## config.mk

```make
export PLATFORM = sky130hd
export DESIGN_NAME = nibble_serial_subtractor
export DESIGN_NICKNAME = d
export VERILOG_FILES = /design/src/rtl/nibble_serial_subtractor_pkg.sv /design/src/rtl/nibble_serial_subtractor_cla4.sv /design/src/rtl/nibble_serial_subtractor.sv
export SDC_FILE = /design/constraint.sdc
export NUM_CORES = 1
export LEC_CHECK = 0
export ABC_AREA = 1
export CAP_MARGIN = 10
export CORE_MARGIN = 5
export CORE_UTILIZATION = 54
export DETAILED_ROUTE_END_ITERATION = 10
export PLACE_DENSITY = 0.84
export RECOVER_POWER = 100
export SLEW_MARGIN = 40
export SYNTH_ARGS = -nofsm -noshare
export SYNTH_HDL_FRONTEND = slang
export SYNTH_SLANG_ARGS = --single-unit
```

## constraint.sdc

```tcl
create_clock -name clk -period 3.9 [get_ports clk]
set_input_delay 0.78 -clock clk [delete_from_list [all_inputs] [get_ports clk]]
set_output_delay 0.78 -clock clk [all_outputs]
set_load 0.02 [all_outputs]
```

## src/rtl/nibble_serial_subtractor_pkg.sv

```systemverilog
// rtl/nibble_serial_subtractor_pkg.sv - shared types and helpers for the nibble-serial subtractor
package nbs_pkg;

    typedef enum logic [1:0] {
        IDLE = 2'd0,
        RUN  = 2'd1,
        DONE = 2'd2
    } nbs_state_t;

    function automatic int nibble_count(input int width);
        return width / 4;
    endfunction

endpackage

```

## src/rtl/nibble_serial_subtractor_cla4.sv

```systemverilog
// rtl/nibble_serial_subtractor_cla4.sv - 4-bit carry-lookahead adder slice
module CarryLookAheadAdder4Bit (
    input  logic [3:0] a,
    input  logic [3:0] b,
    input  logic       c_in,
    output logic [3:0] s,
    output logic       c_out
);

    logic [3:0] g;
    logic [3:0] p;
    logic [4:0] c;

    assign g = a & b;
    assign p = a ^ b;

    // Carries are flattened from generate/propagate so no ripple path exists.
    assign c[0] = c_in;
    assign c[1] = g[0] | (p[0] & c[0]);
    assign c[2] = g[1] | (p[1] & g[0]) | (p[1] & p[0] & c[0]);
    assign c[3] = g[2] | (p[2] & g[1]) | (p[2] & p[1] & g[0]) | (p[2] & p[1] & p[0] & c[0]);
    assign c[4] = g[3] | (p[3] & g[2]) | (p[3] & p[2] & g[1]) | (p[3] & p[2] & p[1] & g[0])
                | (p[3] & p[2] & p[1] & p[0] & c[0]);

    assign s     = p ^ c[3:0];
    assign c_out = c[4];

endmodule

```

## src/rtl/nibble_serial_subtractor.sv

```systemverilog
// rtl/nibble_serial_subtractor.sv - WIDTH-bit a - b - borrow_in, one nibble per clock
module nibble_serial_subtractor #(
    parameter int WIDTH = 16
) (
    input  logic             clk,
    input  logic             rst_n,
    input  logic             in_valid,
    output logic             in_ready,
    input  logic [WIDTH-1:0] a,
    input  logic [WIDTH-1:0] b,
    input  logic             borrow_in,
    output logic             out_valid,
    input  logic             out_ready,
    output logic [WIDTH-1:0] diff,
    output logic             borrow_out,
    output logic             overflow
);
    import nbs_pkg::*;

    localparam int NIBBLES = nibble_count(WIDTH);
    localparam int CW      = (NIBBLES > 1) ? $clog2(NIBBLES) : 1;
    localparam logic [CW-1:0] LAST = CW'(NIBBLES - 1);

    generate
        if (WIDTH < 4 || (WIDTH % 4) != 0) begin : g_width_check
            $error("nibble_serial_subtractor: WIDTH must be a multiple of 4 and >= 4");
        end
    endgenerate

    nbs_state_t      state;
    logic [WIDTH-1:0] a_q;
    logic [WIDTH-1:0] b_q;
    logic [WIDTH-1:0] diff_q;
    logic [CW-1:0]    cnt;
    logic             carry;
    logic             borrow_q;
    logic             ovf_q;

    logic [3:0] a_nib;
    logic [3:0] b_nib;
    logic [3:0] b_inv;
    logic [3:0] sum;
    logic       c_out;

    always_comb begin
        a_nib = 4'h0;
        b_nib = 4'h0;
        for (int i = 0; i < NIBBLES; i++) begin
            if (cnt == CW'(i)) begin
                a_nib = a_q[4*i +: 4];
                b_nib = b_q[4*i +: 4];
            end
        end
    end

    // Subtraction as a + ~b + carry, carry seeded with ~borrow_in.
    assign b_inv = ~b_nib;

    CarryLookAheadAdder4Bit u_slice (
        .a     (a_nib),
        .b     (b_inv),
        .c_in  (carry),
        .s     (sum),
        .c_out (c_out)
    );

    always_ff @(posedge clk or negedge rst_n) begin
        if (!rst_n) begin
            state    <= IDLE;
            a_q      <= '0;
            b_q      <= '0;
            diff_q   <= '0;
            cnt      <= '0;
            carry    <= 1'b0;
            borrow_q <= 1'b0;
            ovf_q    <= 1'b0;
        end else begin
            case (state)
                IDLE: begin
                    if (in_valid) begin
                        a_q   <= a;
                        b_q   <= b;
                        carry <= ~borrow_in;
                        cnt   <= '0;
                        state <= RUN;
                    end
                end
                RUN: begin
                    for (int i = 0; i < NIBBLES; i++) begin
                        if (cnt == CW'(i)) begin
                            diff_q[4*i +: 4] <= sum;
                        end
                    end
                    carry <= c_out;
                    cnt   <= cnt + 1'b1;
                    if (cnt == LAST) begin
                        borrow_q <= ~c_out;
                        ovf_q    <= (a_q[WIDTH-1] != b_q[WIDTH-1]) && (sum[3] != a_q[WIDTH-1]);
                        state    <= DONE;
                    end
                end
                DONE: begin
                    if (out_ready) begin
                        state <= IDLE;
                    end
                end
                default: state <= IDLE;
            endcase
        end
    end

    assign in_ready   = (state == IDLE);
    assign out_valid  = (state == DONE);
    assign diff       = diff_q;
    assign borrow_out = borrow_q;
    assign overflow   = ovf_q;

endmodule

```

==> summary.txt <==
Setup path
  – Crit Path Class: flip-flop to flip-flop
  – Reg2reg start: cnt[1]$_DFFE_PN0P_
  – Reg2Reg Capture Point: carry$_DFFE_PN0P_
  – Arrival time worst endpoint: 3050 ps
  – CP max-delay cell: nor2_1
  – Crit end category: flip-flop
  – Buffers and inverters on the worst path: 1
  – CP most frequent cell: nand2_1
  – CP delay by family, top: simple AND/OR/NAND/NOR gates
  – Max FO, Critical Path: 10
  – Critical Path Source Type: flip-flop
  – CP max stage delay: 460 ps
  – Data required time of the worst path: 4060 ps
  – R2R setup slack: 1010 ps
  – Worst Reg2Reg Path Length in Cells: 16
  – Worst-path cell chain: inv_1, ha_1, nor2_1, a22oi_1, nand2_1, o21ai_0, a21oi_1, ha_1, nand2_1, nand2_1, nand2_1, nand2_1, nand2_1, nand2_1, nand2_1, o211ai_1

Logic synthesis
  – Syn_nets: 360
  – Cell taking the most area after synthesis: dfrtp_1
  – Post-Syn Area: 2661 um^2
  – Mean post-synth cell area: 8.475 um^2
  – Synthesis Warnings: 0
  – Synthesized netlist cell count: 314
  – Post-synth cell types: 27
  – Top-area cell type share of the netlist area: 0.5172
  – Register area share after synthesis: 0.5172
  – Synth Register Bits: 55
  – Top post-synthesis cells by area: dfrtp_1 (52%), nand2_1 (21%), ha_1 (3.8%)

Routing
  – Via count: 2109
  – DRC viols: 0
  – Routed WL: 5298 um
  – Avg Vias per Cell: 4.837
  – TritonRoute pass-1 iters: 4
  – Drt wl/cell: 12.15 um
  – 1st-iter DRT viols: 108
  – Final ANT Viol Nets: 0

Pwr
  – P_sw: 0.001462 W
  – Pint: 0.001620 W
  – Maximum VDD drop: 0.0004900 V
  – Combinational Power Share: 0.571
  – Reg power frac: 0.330
  – Power density over cell area: 932.4 nW/um^2
  – Switching share of total power: 0.4744
  – Leakage: 1.693 nW
  – Clock power frac: 0.098

GRT
  – GRT overflow: 0
  – First-pass GRT wire length: 9356 um
  – Largest net degree at the start of global routing: 54
  – GR Util All Layers: 0.1835
  – Initial antenna violation count: 0
  – Vias in the first global route: 2075

STA
  – Final worst setup slack: 1012 ps
  – Slew @ Worst Pin: 854.7 ps
  – RSZ-0062 raised after global routing: no
  – Setup TNS: 0 ps
  – Post-Route Skew: 4.198 ps
  – Final Hold Viols: 0
  – Final min period: 2888 ps
  – Highest clock rate: 346.2 MHz
  – Period utilisation layout: 0.7406
  – Setup violations, final: 0
  – Rel. slew slack: 0.4296
  – Max-slew violation count: 0

Layout
  – Layout cells sized above 1: 0.04878
  – Number of diodes: 0
  – Commonest non-fill, non-tap cell in the layout: nand2_1
  – Nets: 414
  – Commonest cells after routing, fill and taps aside: nand2_1 (149), dfrtp_1 (55), clkdlybuf4s50_1 (34), dlygate4sd3_1 (21), inv_1 (18)
  – Area growth, synth to finish: 24.21%

CTS
  – Sink Count: 55
  – Post-CTS Setup Bufs: 0
  – Clk root buf: clkbuf_8
  – CTS tree: yes
  – Reg clk slew, reported paths: 90 ps
  – H-tree depth: 2
  – # resized after CTS: 0
  – Num CTS Buffers: 5
  – Post-CTS Hold Fix Bufs: 0
  – Later-pin clock latency in the skew report: 300 ps
  – Clk buf depth: 2

Outcome
  – Status: completed

Floorplan
  – DIE AREA: 6432 um^2
  – DIE HEIGHT: 80.20 um
  – Core area: 4755 um^2
  – Row count: 25
  – Initial core utilization: 0.5597
  – Ports: 57
  – Die X: 80.20 um

Placement
  – Routability congestion estimate: 0.8518
  – Dpl hpwl: 4052 um
  – IO Port Bufs: 56
  – Pre-CTS WS: 1302 ps

Job
  – Max-Cap Viols: 0

Worst hold path
  – Hold/Removal Path Class: input pin to asynchronous set/reset pin
layout make-up:
type                            instances  area, um^2
Fill cell                             412        1449
Sequential cell                        55        1376
Multi-Input combinational cell        228        1117
Timing Repair Buffer                   57       561.8
Tap cell                               67       83.83
Inverter                               21       81.33
Clock buffer                            6       72.57
Clock inverter                          2       12.51
sequential cells by signal, indices dropped and copies added (netlist names):
signal and flops:
overflow 1, b_q 16, state 2, carry 1, a_q 16, cnt 2
diff 16, borrow_out 1
synthesized netlist by cell type (all sizes together):
library cell,number
o21ai,18
clkbuf,1
a22oi,7
nand2,150
nor2,17
buf,9
dfrtp,55
inv,21
nand4,1
nand3b,1
a21oi,8
a22o,2
fa,1
or2,1
nand3,9
o211ai,2
xor2,2
ha,8
o31ai,1
worst max-delay path by stage:
stage / startpoint / end / slack (ps) / cells past startpoint
floorplan: cnt[0]$_DFFE_PN0P_ / carry$_DFFE_PN0P_ / 1610 / 15
global placement: cnt[1]$_DFFE_PN0P_ / carry$_DFFE_PN0P_ / 1430 / 15
detailed placement: cnt[1]$_DFFE_PN0P_ / carry$_DFFE_PN0P_ / 1300 / 15
CTS: cnt[1]$_DFFE_PN0P_ / carry$_DFFE_PN0P_ / 1300 / 15
global route: cnt[1]$_DFFE_PN0P_ / carry$_DFFE_PN0P_ / 690 / 16
finish: cnt[1]$_DFFE_PN0P_ / carry$_DFFE_PN0P_ / 1010 / 16
power by group through the flow:
stage / sequential, W / combinational, W / clock [W]
after floorplan: 0.00109 / 0.00127 / 0
after global placement: 0.00103 / 0.00180 / 0
after detailed placement: 0.00103 / 0.00185 / 0
after CTS: 0.00102 / 0.00185 / 0.000311
after global routing: 0.00105 / 0.00203 / 0.000339
final: 0.00102 / 0.00176 / 0.000303
cells by family after synthesis:
| family | share of synthesized area |
|---|---|
| flops | 0.5172 |
| buf+inv | 0.05829 |
| fa+ha+maj | 0.04514 |
| xor+xnor | 0.006583 |
| simple gates | 0.2891 |
| compound gates | 0.08368 |
stage by stage:
stage	total power [W]	util	cells	cell area (um^2)	hold WS (ps)
floorplan	0.002361	-	314	2661	436.6
global placement	0.002823	0.6803	428	3234	454.5
detailed placement	0.002886	0.6808	428	3237	460.6
CTS	0.003185	0.6987	436	3322	483.3
global route	0.003419	0.6953	436	3306	507.5
finish	0.003082	0.6953	436	3306	475.6
routing by layer:
metal | track usage | part of all wire | up-vias
met1 | 0.2363 | 0.46 | 957
met3 | 0.03924 | 0.050 | 7
met2 | 0.3171 | 0.48 | 51
met4 | 0.04054 | 0.012 | 0
li1 | - | - | 1094
met5 | 0 | 0 | -
Power figures use the tool's default switching activity.
